[src/rtl/dac_out_if.sv]
// dac_out_if: FIFO-buffered DAC output stage replaying samples at a programmable period.
// Build option: define DAC_OFFSET_BIN_EN to emit offset-binary codes instead of two's complement.
module dac_out_if #(
  parameter int W     = 14,
  parameter int DEPTH = 8,
  parameter int DIVW  = 8
) (
  input  logic                   clk,
  input  logic                   rst,
  input  logic [W-1:0]           i_data,
  input  logic                   val_in,
  input  logic [DIVW-1:0]        div,
  input  logic                   clr_flags,
  output logic [W-1:0]           o_dac,
  output logic                   o_wr,
  output logic                   underrun,
  output logic                   overflow,
  output logic [$clog2(DEPTH):0] fill
);

  localparam int          AW     = $clog2(DEPTH);
  localparam logic [AW:0] HALF_C = (AW+1)'(DEPTH / 2);
  localparam logic [AW:0] ONE_P  = {{AW{1'b0}}, 1'b1};
`ifdef DAC_OFFSET_BIN_EN
  localparam logic [W-1:0] MID_C = {1'b1, {(W-1){1'b0}}};
`else
  localparam logic [W-1:0] MID_C = {W{1'b0}};
`endif

  typedef enum logic [0:0] {PRIME = 1'b0, RUN = 1'b1} state_t;

  function automatic logic [W-1:0] dac_code(input logic [W-1:0] s);
`ifdef DAC_OFFSET_BIN_EN
    return {~s[W-1], s[W-2:0]};
`else
    return s;
`endif
  endfunction

  state_t          state_q, state_d;
  logic [DIVW-1:0] cnt_q, cnt_d;
  logic [AW:0]     wr_ptr_q, wr_ptr_d, rd_ptr_q, rd_ptr_d;
  logic [AW:0]     fill_q, fill_d;
  logic [W-1:0]    mem_q [DEPTH];
  logic [W-1:0]    mem_d [DEPTH];
  logic [W-1:0]    dac_q, dac_d;
  logic            wr_q, wr_d, und_q, und_d, ovf_q, ovf_d;

  logic [DIVW-1:0] last_s;
  logic            empty_s, full_s, tick_s, pop_s, push_s;

  // A zero period behaves like a period of one clock.
  assign last_s  = (div == {DIVW{1'b0}}) ? {DIVW{1'b0}} : div - DIVW'(1);
  assign empty_s = (wr_ptr_q == rd_ptr_q);
  assign full_s  = (wr_ptr_q[AW] != rd_ptr_q[AW]) &&
                   (wr_ptr_q[AW-1:0] == rd_ptr_q[AW-1:0]);
  assign tick_s  = (state_q == RUN) && (cnt_q >= last_s);
  assign pop_s   = tick_s && !empty_s;
  assign push_s  = val_in && (!full_s || pop_s);

  // Next-state logic for FIFO, pacing FSM, output word and sticky flags.
  always_comb begin
    state_d  = state_q;
    cnt_d    = cnt_q;
    mem_d    = mem_q;
    wr_ptr_d = push_s ? wr_ptr_q + ONE_P : wr_ptr_q;
    rd_ptr_d = pop_s ? rd_ptr_q + ONE_P : rd_ptr_q;
    dac_d    = pop_s ? dac_code(mem_q[rd_ptr_q[AW-1:0]]) : dac_q;
    wr_d     = tick_s;
    und_d    = (und_q & ~clr_flags) | (tick_s & empty_s);
    ovf_d    = (ovf_q & ~clr_flags) | (val_in & full_s & ~pop_s);

    if (push_s) begin
      mem_d[wr_ptr_q[AW-1:0]] = i_data;
    end else begin
      mem_d = mem_q;
    end

    case ({push_s, pop_s})
      2'b10:   fill_d = fill_q + ONE_P;
      2'b01:   fill_d = fill_q - ONE_P;
      default: fill_d = fill_q;
    endcase

    case (state_q)
      PRIME: begin
        cnt_d   = {DIVW{1'b0}};
        state_d = (fill_q >= HALF_C) ? RUN : PRIME;
      end
      RUN: begin
        if (tick_s) begin
          cnt_d   = {DIVW{1'b0}};
          state_d = empty_s ? PRIME : RUN;
        end else begin
          cnt_d   = cnt_q + DIVW'(1);
          state_d = RUN;
        end
      end
      default: begin
        cnt_d   = {DIVW{1'b0}};
        state_d = PRIME;
      end
    endcase
  end

  // State registers; reset returns to an empty, priming buffer at midscale.
  always_ff @(posedge clk or negedge rst) begin
    if (!rst) begin
      state_q  <= PRIME;
      cnt_q    <= {DIVW{1'b0}};
      wr_ptr_q <= {(AW+1){1'b0}};
      rd_ptr_q <= {(AW+1){1'b0}};
      fill_q   <= {(AW+1){1'b0}};
      mem_q    <= '{default: {W{1'b0}}};
      dac_q    <= MID_C;
      wr_q     <= 1'b0;
      und_q    <= 1'b0;
      ovf_q    <= 1'b0;
    end else begin
      state_q  <= state_d;
      cnt_q    <= cnt_d;
      wr_ptr_q <= wr_ptr_d;
      rd_ptr_q <= rd_ptr_d;
      fill_q   <= fill_d;
      mem_q    <= mem_d;
      dac_q    <= dac_d;
      wr_q     <= wr_d;
      und_q    <= und_d;
      ovf_q    <= ovf_d;
    end
  end

  assign o_dac    = dac_q;
  assign o_wr     = wr_q;
  assign underrun = und_q;
  assign overflow = ovf_q;
  assign fill     = fill_q;

endmodule

[config.mk]
export PLATFORM = sky130hd
export DESIGN_NAME = dac_out_if
export DESIGN_NICKNAME = d
export VERILOG_FILES = /design/src/rtl/dac_out_if.sv
export SDC_FILE = /design/constraint.sdc
export NUM_CORES = 1
export LEC_CHECK = 0
export CORE_ASPECT_RATIO = 1.75
export CORE_MARGIN = 2
export CORE_UTILIZATION = 39
export CTS_BUF_LIST = sky130_fd_sc_hd__clkbuf_4 sky130_fd_sc_hd__clkbuf_8 sky130_fd_sc_hd__clkbuf_16
export DETAILED_ROUTE_END_ITERATION = 6
export MAX_ROUTING_LAYER = met4
export SLEW_MARGIN = 10
export SYNTH_ARGS = -nofsm -noshare
export SYNTH_HDL_FRONTEND = slang
export SYNTH_SLANG_ARGS = --single-unit
[constraint.sdc]
create_clock -name clk -period 3.2 [get_ports clk]
set_input_delay 0.8 -clock clk [delete_from_list [all_inputs] [get_ports clk]]
set_output_delay 0.8 -clock clk [all_outputs]
set_load 0.1 [all_outputs]
**Word-level counts from Yosys, hierarchy flattened**

Index checks and enable logic that the tools add are counted.

- Add/subtract/negate cells: 6
- Order comparisons: 5
- Equality and inequality tests: 5
- Mux-type cells: 14
- Bitwise gates (word level): 12
- Reductions and logical operators: 10

Operator list:

| operator | number |
|---|---|
| $bwmux 112 | 1 |
| $bmux 14 s3 | 1 |
| $demux 14 s3 | 1 |
| $mux 14 | 3 |
| $mux 8 | 2 |
| $pmux 8 s2 | 1 |
| $add 4x1->4 const B | 3 |
| $add 8x1->8 const B | 1 |
| $ge 4x4->1 const B | 2 |
| $ge 8x8->1 | 1 |
| $logic_not 8->1 | 1 |
| $not 3->4 | 2 |
| $pmux 4 s2 | 1 |
| $sub 8x1->8 const B | 1 |
| $and 1x1->1 | 5 |
| $logic_and 1x1->1 | 5 |
| $eq 4x4->1 | 1 |
| $ge 4x3->1 const B | 1 |
| $lt 4x1->1 const B | 1 |
| $sub 4x1->4 const B | 1 |
| $eq 3x3->1 | 1 |
| $mux 1 | 3 |
| $not 1->1 | 3 |
| $eq 2x1->1 const B | 1 |
| other kinds (7) | 9 |

- Bits in registers: 150
- Bits of input ports: 26
- Output and inout bits: 21
- Logic and storage cells: 69

**Depth between registers and ports, before layout**

Gate-level depths: netlist of run 1.

- Depth in word-level cells: 9
- Gate-level depth with buffers: 19
- Gate-level depth less buffers: 19

**Worst setup path before layout of run 1**

No wires, ideal clock.

- Path type: in2reg
- Start point: input div[0]
- End point: register fill_q[2] (netlist: fill[2])
- Data arrival time: 4.003 ns
- Data required time: 3.036 ns
- Slack: -0.966 ns
- Cell stages on the path: 19
- Path buffers: 1
- Cells stage by stage: inv_1 ha_1 nand2_1 nor3_1 nand2_1 mux2_2 ha_1 nand2_1 nor2_2 o21ai_2 a211oi_4 buf_12 ha_1 xor2_1 ha_1 a21oi_1 xor2_1 nor2_1 xor2_1

- Cells in the longest elaborated chain, start to end: 9

RTL lines:

| what | RTL line | source |
|---|---|---|
| from (decl) | 12 | `input logic [DIVW-1:0] div,` |
| $sub 8x1->8 or $logic_not 8->1 (tied branches) | 53 | `assign last_s = (div == {DIVW{1'b0}}) ? {DIVW{1'b0}} : div - DIVW'(1);` |
| $mux 8 * | 53 |  |
| $ge 8x8->1 * | 57 | `assign tick_s = (state_q == RUN) && (cnt_q >= last_s);` |
| $logic_and 1x1->1 * | 57 |  |
| $logic_and 1x1->1 * | 58 | `assign pop_s = tick_s && !empty_s;` |
| via pop_s | 50 | `logic empty_s, full_s, tick_s, pop_s, push_s;` |
| $logic_or 1x1->1 | 59 | `assign push_s = val_in && (!full_s \|\| pop_s);` |
| $logic_and 1x1->1 | 59 |  |
| $eq 2x1->1 or $eq 2x2->1 (tied branches) | 79 | `case ({push_s, pop_s})` |
| $pmux 4 s2 or $reduce_bool 2->1 (tied branches) | - |  |
| to (signal assigned) | 113 | `fill_q <= {(AW+1){1'b0}};` |
| to (signal assigned) | 124 | `fill_q <= fill_d;` |
| to (decl) | 43 | `logic [AW:0] fill_q, fill_d;` |

The timed path passes the listed nets; every way through them passes the cells marked *.
A chain may end at the register's enable or synchronous reset.

**Worst setup path in the final report of run 1**

- Start point: input div[3]
- End point: register fill_q[2] (netlist: fill[2])

- Cells in the longest elaborated chain, start to end: 9

RTL lines:

| what | RTL line |
|---|---|
| $sub 8x1->8 or $logic_not 8->1 (tied branches) | 53 |
| $mux 8 * | 53 |
| $ge 8x8->1 * | 57 |
| $logic_and 1x1->1 * | 57 |
| $logic_and 1x1->1 * | 58 |
| $logic_or 1x1->1 | 59 |
| $logic_and 1x1->1 | 59 |
| $eq 2x1->1 or $eq 2x2->1 (tied branches) | 79 |
| $pmux 4 s2 or $reduce_bool 2->1 (tied branches) | - |

Every way passes the cells marked *; elsewhere a longest branch is shown, timed or not.

==> results of run 1 <==
==> registers in the layout (all words and copies together) (netlist names) <==
name and count:
o_wr 1, underrun 1, state_q 1, rd_ptr_q 4
mem_q 112, o_dac 14, overflow 1, cnt_q 8
fill 4, wr_ptr_q 4
==> worst max-delay path, delay by kind of cell <==
kind | cells | cell delay (ns)
and+or+nand+nor | 7 | 0.86
adders and majority gates | 3 | 0.70
xor gates and xnor gates | 4 | 0.62
AOI/OAI and AO/OA | 3 | 0.44
buffers and inverters | 1 | 0.12
==> what timing repair did <==
action,4_1_cts,5_1_grt
resized for setup,55,21
setup buffers,8,4
pin swaps,28,20
setup endpoints to repair,135,54
cloned,0,0
==> cell usage in the layout, fill, tap and decap left out, types with 10 or more instances in the layout <==
cell type,Yosys,routed
nor2_1,13,10
mux2_4,17,19
clkbuf_16,0,17
a31oi_4,8,10
clkdlybuf4s50_1,0,16
mux2_2,93,92
dfrtp_1,150,149
mux4_2,28,28
buf_12,1,10
xor2_1,17,16
mux2_1,34,33
buf_4,2,60
==> layer usage <==
layer | up-vias | part of all wire, % | global-route usage, % | wire length (um)
met5 | - | 0 | - | 0
met2 | 68 | 55 | 31.4 | 8960
met4 | 0 | 2.2 | 6.36 | 363
met3 | 26 | 3.0 | 3.53 | 480
li1 | 1980 | - | - | -
met1 | 2320 | 40 | 20.1 | 6410
==> power by group through the flow <==
stage          clock [mW]  combinational (mW)  sequential (mW)
6_report             2.08                4.75             3.43
3_3_place_gp            0                4.54             3.38
2_1_floorplan           0                2.81             4.12
3_5_place_dp            0                4.62             3.46
5_1_grt              2.23                5.08             3.56
4_1_cts              2.14                4.79             3.44
==> worst paths after layout <==
check | from | to | slack (ns) | depth (start not counted)
max reg2reg | wr_ptr_q[0] | fill[2] | 0.56 | 12
max | div[3] | fill[2] | 0.01 | 18
min | rst | mem_q[20] | 0.34 | 1
min reg2reg | mem_q[21] | mem_q[21] | 0.48 | 1
min in group clk | mem_q[21] | mem_q[21] | 0.48 | 1
max in group asynchronous | rst | cnt_q[7] | 2.03 | 2
==> metrics by stage <==
step           area (um2)  util, %  TNS (ns)  hold WS, ns
2_1_floorplan        7520        -     -3.20        0.452
3_3_place_gp         8520     45.6    -97.27        0.462
3_5_place_dp         8520     45.6   -107.45        0.471
4_1_cts              9370     50.2   -0.0248        0.355
5_1_grt              9440     50.6    -0.308        0.369
6_report             9440     50.6         0        0.339
==> cell type report <==
cell class,instances,share of cell area (%)
multi-input cells,302,40.2
flip-flops and latches,150,39.8
repair buffers,99,9.78
clock buffers,18,4.59
well taps,238,3.15
clock inverters,13,1.91
inverters,11,0.623
==> cell families after synthesis <==
family / share of synthesized area, %
buffers and inverters: 2.71
XOR/XNOR: 3.03
flip-flops: 50.6
adder cells (fa/ha/maj): 2.53
AND/OR/NAND/NOR: 4.40
multiplexers: 31.3
AO/OA/AOI/OAI: 5.43
==> reports/qor.csv, run 1 <==
stage,metric,value,unit
outcome,outcome,"complete, no violations",
power,clock share of power,20.3,%
place,port buffer count,46,
yosys,warning count from the yosys run,0,
sta,Final Hold Viols,0,
floorplanning,num rows,66,
layout,Storage cell area,3750,um2
yosys,"Primary FF master, synth",dfrtp_1,
clock_network,clock latency on the worst-skew pair,0.42,ns
global_routing,vias in the first global route,5022,
clock_network,CTS Buf Count,17,
layout,Layout area overhead,27.2,%
layout,Antenna Cells,0,
sta,Final WS setup,0.0114,ns
power,Internal Dissipation,6.47,mW
floorplanning,Die ar.,20200,um2
route,Post-Route WL,16200,um
layout,Multi-input gate area,3790,um2
yosys,"FF+latch count, synth",150,
worst_hold_path,Hold/Removal Path Class,primary input to asynchronous set/reset pin,
global_routing,first-pass GRT wire length,26800,um
route,number of DRC markers in iteration 0,150,
floorplanning,Die H,187,um
floorplanning,IO Count,47,
sta,Worst slew margin,57.6,%
yosys,Avg Inst Size Synth,15.4,um2
layout,layout cells sized above 1,53.8,%
global_routing,global-route usage over all layers,18.0,%
clock_network,clk sinks,150,
route,Via-to-Cell Ratio,5.29,
global_routing,initial antenna violation count,0,
worst_setup_path,CP cell instances,"buf_2, nor2_4, nand3_4, nor2_4, xor2_1, nand2_1, ha_4, nand2_4, nor2_4, o21ai_4, a211oi_4, ha_4, xor2_1, ha_2, a21oi_2, xor2_1, nor2_1, xor2_1",
place,post-place setup slack,-1.09,ns
yosys,most frequent cells after synthesis,"150 x dfrtp_1, 93 x mux2_2, 34 x mux2_1, 28 x mux4_2",
clock_network,TritonCTS clock tree,yes,
route,WL/cell,19.5,um
clock_network,CTS Hold Buffers Added,0,
yosys,Synth cell types,53,
worst_setup_path,CP Launch Type,primary input,
power,Logic pwr share,46.3,%
route,Antenna Nets Post-Route,0,
layout,nets@finish,622,
yosys,asr flop ratio synth,100,%
worst_setup_path,CP required,3.54,ns
yosys,Post-synth EDFFs,0,
sta,fin crit share,99.6,%
worst_setup_path,Critical Path End Type,flop,
clock_network,"Clk pin slew, worst setup/hold paths",0.06,ns
place,# placed instances,790,
yosys,mapped cell area,7420,um2
layout,final cell count without fillers,831,
yosys,proportion of synthesized chip area in sequential cells,50.6,%
route,Pre-antenna DRT Iters,4,
clock_network,Clock Tree Buf Depth,2,
yosys,syn nets,523,
place,DP HPWL,10600,um
flow_run,max-cap viol count,0,
sta,RSZ-0062 raised after global routing,yes,
worst_setup_path,crit-path most repeated cell,xor2_1,
layout,fill cell count,1607,
power,Final Total Pwr,10.3,mW
power,Sw Share,36.9,%
sta,clk_skew,0.0104,ns
yosys,area share of the largest cell type after synthesis,50.6,%
sta,Final Critical Period,3.19,ns
yosys,top-count cell post-synth,dfrtp_1,
floorplanning,initial cell density of the core,39.8,%
worst_setup_path,CP arrival,3.53,ns
floorplanning,floorplan core area,18700,um2
global_routing,Overflow after GRT,0,
clock_network,H-tree lvl count,4,
floorplanning,die width,108,um
yosys,largest area contributor in the netlist,dfrtp_1,
power,Reg power frac,33.4,%
route,via count,4394,
place,routability congestion estimate from global placement,0.784,
power,LEAKAGE,3.96,nW
power,power density over the cells,1090,nW/um2
global_routing,largest net degree at the start of global routing,66,
route,DR DRC count,0,
sta,Fmax,314,MHz
power,Worst VDD drop,587,uV
worst_setup_path,Crit Path Category,primary input to flop,
sta,Slew Limit Fails,0,
sta,Worst Tran Pin Value,0.636,ns
yosys,Area contributors post-synth,"dfrtp_1 51%, mux2_2 14%, mux4_2 8.5%",
sta,final setup vio count,0,
worst_setup_path,CP peak stage delay,0.31,ns
clock_network,clock root buffer,clkbuf_16,
worst_setup_path,"Max FO, Critical Path",4,
worst_setup_path,CP max-delay cell,ha_4,
power,Net Sw Power,3.79,mW
yosys,Mapped Cells,482,
Note: power is estimated with default switching activity, not from simulation.
==> run 2, diff against run 1 <==
Settings changed: SKIP_CTS_REPAIR_TIMING from default to 1.
Clock period 3.2 ns to 3.49 ns, I/O delays scaled along.
==> run 2 against run 1 <==
Compared with the run above: non-clock buffer count shrank 1; total power shrank 10%; sequential power down 8.5%; highest routed layer unchanged; critical endpoint unchanged; routed wire length down 1.4%.
==> reports/qor.csv, run 2 (synthesized netlist as in run 1, its figures left out) <==
stage,metric,value,unit
outcome,outcome,"complete, no violations",
layout,final cell count without fillers,831,
floorplanning,initial cell density of the core,39.8,%
power,Logic pwr share,46.2,%
route,Antenna Nets Post-Route,0,
worst_setup_path,r2r startpoint,wr_ptr_q[0],
layout,fill cell count,1636,
layout,max FFs per register,112,
sta,clk_skew,0.00614,ns
layout,most frequent cells in the layout,"149 x dfrtp_1, 92 x mux2_2, 64 x buf_4",
power,Sw Share,37.6,%
worst_setup_path,WP buf/inv,1,
floorplanning,IO Count,47,
route,number of DRC markers in iteration 0,145,
sta,Final Hold Viols,0,
floorplanning,Die ar.,20200,um2
worst_hold_path,hold depth,1,
floorplanning,Die H,187,um
worst_setup_path,CP cell instances,"dlymetal6s2s_1, nor2_4, nand3_4, nor4_4, mux2i_1, ha_1, nand2_4, o21a_1, a211oi_4, ha_4, xor2_1, ha_2, a21oi_2, xor2_1, nor2_1, xor2_1",
route,DR DRC count,0,
layout,Storage cell area,3750,um2
worst_setup_path,CP Launch Type,primary input,
sta,fin crit share,97.1,%
worst_setup_path,crit-path most repeated cell,xor2_1,
power,LEAKAGE,3.94,nW
power,clock share of power,19.7,%
layout,"leading cell type in the layout, fill and taps excluded",dfrtp_1,
flow_run,max-cap viol count,0,
clock_network,clock latency on the worst-skew pair,0.42,ns
clock_network,Clock Tree Buf Depth,2,
route,via count,4374,
sta,Slew Limit Fails,0,
power,Worst VDD drop,520,uV
worst_setup_path,Crit Path Category,primary input to flop,
sta,Final Critical Period,3.39,ns
worst_setup_path,R2R depth,12,
layout,Reg with most FFs,mem_q,
place,# placed instances,796,
layout,Multi-input gate area,3640,um2
route,Post-Route WL,16000,um
floorplanning,floorplan core area,18700,um2
global_routing,initial antenna violation count,0,
power,Reg power frac,34.1,%
clock_network,H-tree lvl count,4,
clock_network,TritonCTS clock tree,yes,
worst_setup_path,CP max-delay cell,ha_1,
worst_setup_path,CP required,3.83,ns
route,Via-to-Cell Ratio,5.26,
power,power density over the cells,993,nW/um2
power,Net Sw Power,3.46,mW
layout,nets@finish,621,
place,routability congestion estimate from global placement,0.761,
worst_hold_path,worst hold path startpoint,mem_q[21],
global_routing,first-pass GRT wire length,26400,um
global_routing,largest net degree at the start of global routing,104,
power,Internal Dissipation,5.74,mW
worst_setup_path,CP peak stage delay,0.36,ns
floorplanning,num rows,66,
layout,Layout area overhead,24.8,%
layout,layout cells sized above 1,50.4,%
sta,Worst Hold Slack,0.484,ns
worst_hold_path,Hold/Removal Path Class,flop to flop,
floorplanning,die width,108,um
route,Pre-antenna DRT Iters,4,
place,port buffer count,46,
clock_network,clk sinks,150,
route,WL/cell,19.2,um
worst_setup_path,Critical Path End Type,flop,
layout,Antenna Cells,0,
worst_setup_path,Stages on worst setup path,16,
worst_setup_path,CP arrival,3.73,ns
worst_setup_path,critical path's top delay family,simple AND/OR/NAND/NOR gates,
worst_setup_path,"Max FO, Critical Path",3,
clock_network,"Clk pin slew, worst setup/hold paths",0.06,ns
global_routing,Overflow after GRT,0,
global_routing,vias in the first global route,4974,
sta,Fmax,295,MHz
sta,final setup vio count,0,
place,DP HPWL,11000,um
clock_network,CTS Buf Count,17,
sta,Worst Tran Pin Value,0.946,ns
global_routing,global-route usage over all layers,17.6,%
clock_network,clock root buffer,clkbuf_16,
sta,Worst slew margin,36.9,%
worst_setup_path,critical path startpoint,div[2],
-- run 2: path summary, 6_finish.rpt --
kind | endpoint | slack, ns
max in group asynchronous | fill[2] | 2.08
setup / recovery | fill[2] | 0.10
hold reg to reg | mem_q[21] | 0.48
min in group asynchronous | mem_q[26] | 0.56
setup reg to reg | fill[2] | 0.77
hold / removal | mem_q[21] | 0.48
-- run 2: layer usage --
| layer | global-route usage [%] | vias to the layer above | wire (um) | share of wire [%] |
|---|---|---|---|---|
| met5 | - | - | 0 | 0 |
| met2 | 30.4 | 55 | 8910 | 56 |
| met1 | 20.5 | 2309 | 6380 | 40 |
| li1 | - | 1987 | - | - |
| met3 | 2.93 | 23 | 328 | 2.1 |
| met4 | 6.11 | 0 | 373 | 2.3 |
-- run 2: through the flow --
| step | area, um2 | setup TNS (ns) | total power, mW | setup WS (ns) | util, % |
|---|---|---|---|---|---|
| after detailed placement | 8550 | -78.42 | 7.43 | -0.949 | 45.8 |
| after global routing | 9260 | -0.0291 | 9.75 | -0.0223 | 49.6 |
| after CTS | 9140 | -19.30 | 9.27 | -0.506 | 49.0 |
| after global placement | 8550 | -68.15 | 7.27 | -0.779 | 45.8 |
| final | 9260 | 0 | 9.20 | 0.101 | 49.6 |
| after floorplan | 7520 | -1.17 | 6.35 | -0.458 | - |
-- run 2: area by class of cell --
| class | instances | area share [%] |
|---|---|---|
| Sequential cell | 150 | 40.5 |
| Timing Repair Buffer | 98 | 9.93 |
| Tap cell | 238 | 3.21 |
| Inverter | 11 | 0.635 |
| Multi-Input combinational cell | 302 | 39.3 |
| Clock inverter | 13 | 1.59 |
| Clock buffer | 19 | 4.75 |
-- run 2: power groups by stage --
stage | Sequential [mW] | Clock, mW | Combinational, mW
after floorplan | 3.77 | 0 | 2.57
after global placement | 3.09 | 0 | 4.18
after detailed placement | 3.17 | 0 | 4.26
after CTS | 3.14 | 1.85 | 4.28
after global routing | 3.25 | 1.93 | 4.56
final | 3.14 | 1.81 | 4.25
-- run 2: worst reg2reg max path, cell delays in order, from the launching register on --
cell and delay, ns:
dfrtp_1 0.56, xnor2_2 0.33, nand4b_4 0.22, o21ai_0 0.35, a21oi_2 0.08, inv_1 0.12
ha_4 0.15, xor2_1 0.15, ha_2 0.20, a21oi_2 0.04, xor2_1 0.17, nor2_1 0.13
xor2_1 0.15
==> RTL change, RTL diff (flow settings as in run 1) <==
Register the output `o_dac` once more; this adds one clock of latency there. The other outputs are not delayed to match.
--- a/src/rtl/dac_out_if.sv
+++ b/src/rtl/dac_out_if.sv
@@ -130,7 +130,9 @@
     end
   end
 
-  assign o_dac    = dac_q;
+  always_ff @(posedge clk) begin
+    o_dac <= dac_q;
+  end
   assign o_wr     = wr_q;
   assign underrun = und_q;
   assign overflow = ovf_q;
Behaviour: not the same (a bounded check fails within 10 cycles, from zero or initial values and one cycle with rst low).
==> RTL change against run 1 <==
The run now ends with setup timing left; synthesized area rose by 5.2%; cell area rose by 3.4%; via count rose by 40%; worst setup slack got worse by 0.34 ns; sequential cell count rose by 14; power rose by 1.8%; global-route usage rose by 4.6 points; hold slack improved by 0.025 ns; routed wire length rose by 43%; critical path depth rose by 2; cell count rose by 24%; synthesized cell count rose by 42%; critical path type unchanged; largest cell class is now registers; highest routed layer unchanged.
==> RTL change: results (changes against run 1) <==
Parameter                              Value

Placed design
  Routability Congestion ... 0.8116 (+3.5%)
  Detailed placer's ending HPWL ... 14.56 mm (+38%)
  Total placed instance area ... 8941 um2 (+4.9%)
  Post-place setup slack ... -1.405 ns (-0.3120 ns)

Logic synthesis
  Synth unique cells ... 52 (-1.9%)
  Most instantiated cells after synthesis ... dfrtp_1 (150), nand2_1 (138), o22ai_1 (112), mux2_2 (31), mux4_2 (28)
  Top cells by area in the synthesized netlist ... dfrtp_1 (48%), o22ai_1 (9.0%), mux4_2 (8.1%), nand2_1 (6.6%), mux2_2 (4.5%)
  Async set-or-reset flop fraction in the synthesized netlist ... 91.46% (-8.5 points)

Critical path
  Reg2reg setup slack ... 0.44 ns (-0.12 ns)
  Worst Setup SP ... div[0]
  Cell class contributing the biggest share of worst-path delay ... adder cells
  Start of the worst register-to-register path ... wr_ptr_q[1]
  Largest stage delay on the critical path ... 0.36 ns (+0.05 ns)

Run status
  Violated checks ... setup timing
  Status ... complete, but fails checks

Route
  Number of violations reported at the end of detailed-routing iteration 0 ... 509 (+240%)
  Vias per inst ... 5.999 (+13%)
  DR WL met2 ... 11.99 mm (+34%)
  Total routed wire length on the met1 layer ... 8.143 mm (+27%)

Timing
  Tightest hold margin ... 0.3647 ns (+0.02534 ns)
  Count of endpoints failing setup in the final report ... 18 (+18)
  Worst setup margin ... -0.3237 ns (-0.3351 ns)
  Max-slew headroom ... 48.01% (-9.6 points)
  Final Skew ... 0.01115 ns (+0.0007317 ns)

Global route
  Vias in the first global route ... 6543 (+30%)
  GRT Overall Usage ... 22.55% (+4.6 points)

Hold path
  Classification of the worst-slack hold path ... flip-flop to flip-flop

Pwr
  Worst vdd rail ir drop ... 0.6777 mV (+15%)
-- RTL change: layer usage --
layer | up-vias | global-route usage (%)
met4 | 0 | 10.72
met2 | 336 | 38.39
met5 | - | -
met1 | 3100 | 25.66
li1 | 2665 | -
met3 | 66 | 4.344
-- RTL change: worst max path at each step --
| stage | to | slack [ns] | cells past startpoint |
|---|---|---|---|
| floorplan | fill[2] | -0.86 | 19 |
| global placement | fill[2] | -1.23 | 20 |
| detailed placement | fill[2] | -1.40 | 20 |
| CTS | fill[2] | -0.35 | 20 |
| global route | fill[2] | -0.48 | 19 |
| finish | fill[2] | -0.32 | 20 |
-- RTL change: power by group --
| part | internal [mW] | switching (mW) |
|---|---|---|
| Clock | 1.09 | 0.905 |
| Combinational | 2.01 | 2.88 |
| Sequential | 2.98 | 0.572 |
-- RTL change: cell type report --
cell class | instances | area [um2] | share of cell area [%]
Tap cell | 245 | 306.5 | 3.139
Inverter | 12 | 65.06 | 0.6662
Multi-Input combinational cell | 463 | 3662 | 37.50
Clock inverter | 15 | 148.9 | 1.525
Clock buffer | 17 | 425.4 | 4.356
Timing Repair Buffer | 112 | 1122 | 11.49
Sequential cell | 164 | 4035 | 41.32
-- RTL change: stage by stage --
stage               power [mW]  instances
CTS                      10.26       1023
floorplan                6.929        686
global placement         8.044        988
detailed placement       8.237        988
global route             11.00       1028
finish                   10.44       1028
-- RTL change: repair_timing --
action                     in CTS  in global routing
pin swaps                      17                  7
cloned                          0                  4
setup endpoints to repair     149                134
gates resized for setup        25                 20
buffers inserted                3                  3
-- RTL change: logic make-up after synthesis --
logic type	count (synthesis)	share of synthesized area, %
AO/OA/AOI/OAI	154	14.15
AND/OR/NAND/NOR	211	12.23
buffers and inverters	59	4.087
flip-flops	164	51.67
XOR/XNOR	23	2.773
adder cells (fa/ha/maj)	15	2.404
multiplexers	60	12.68
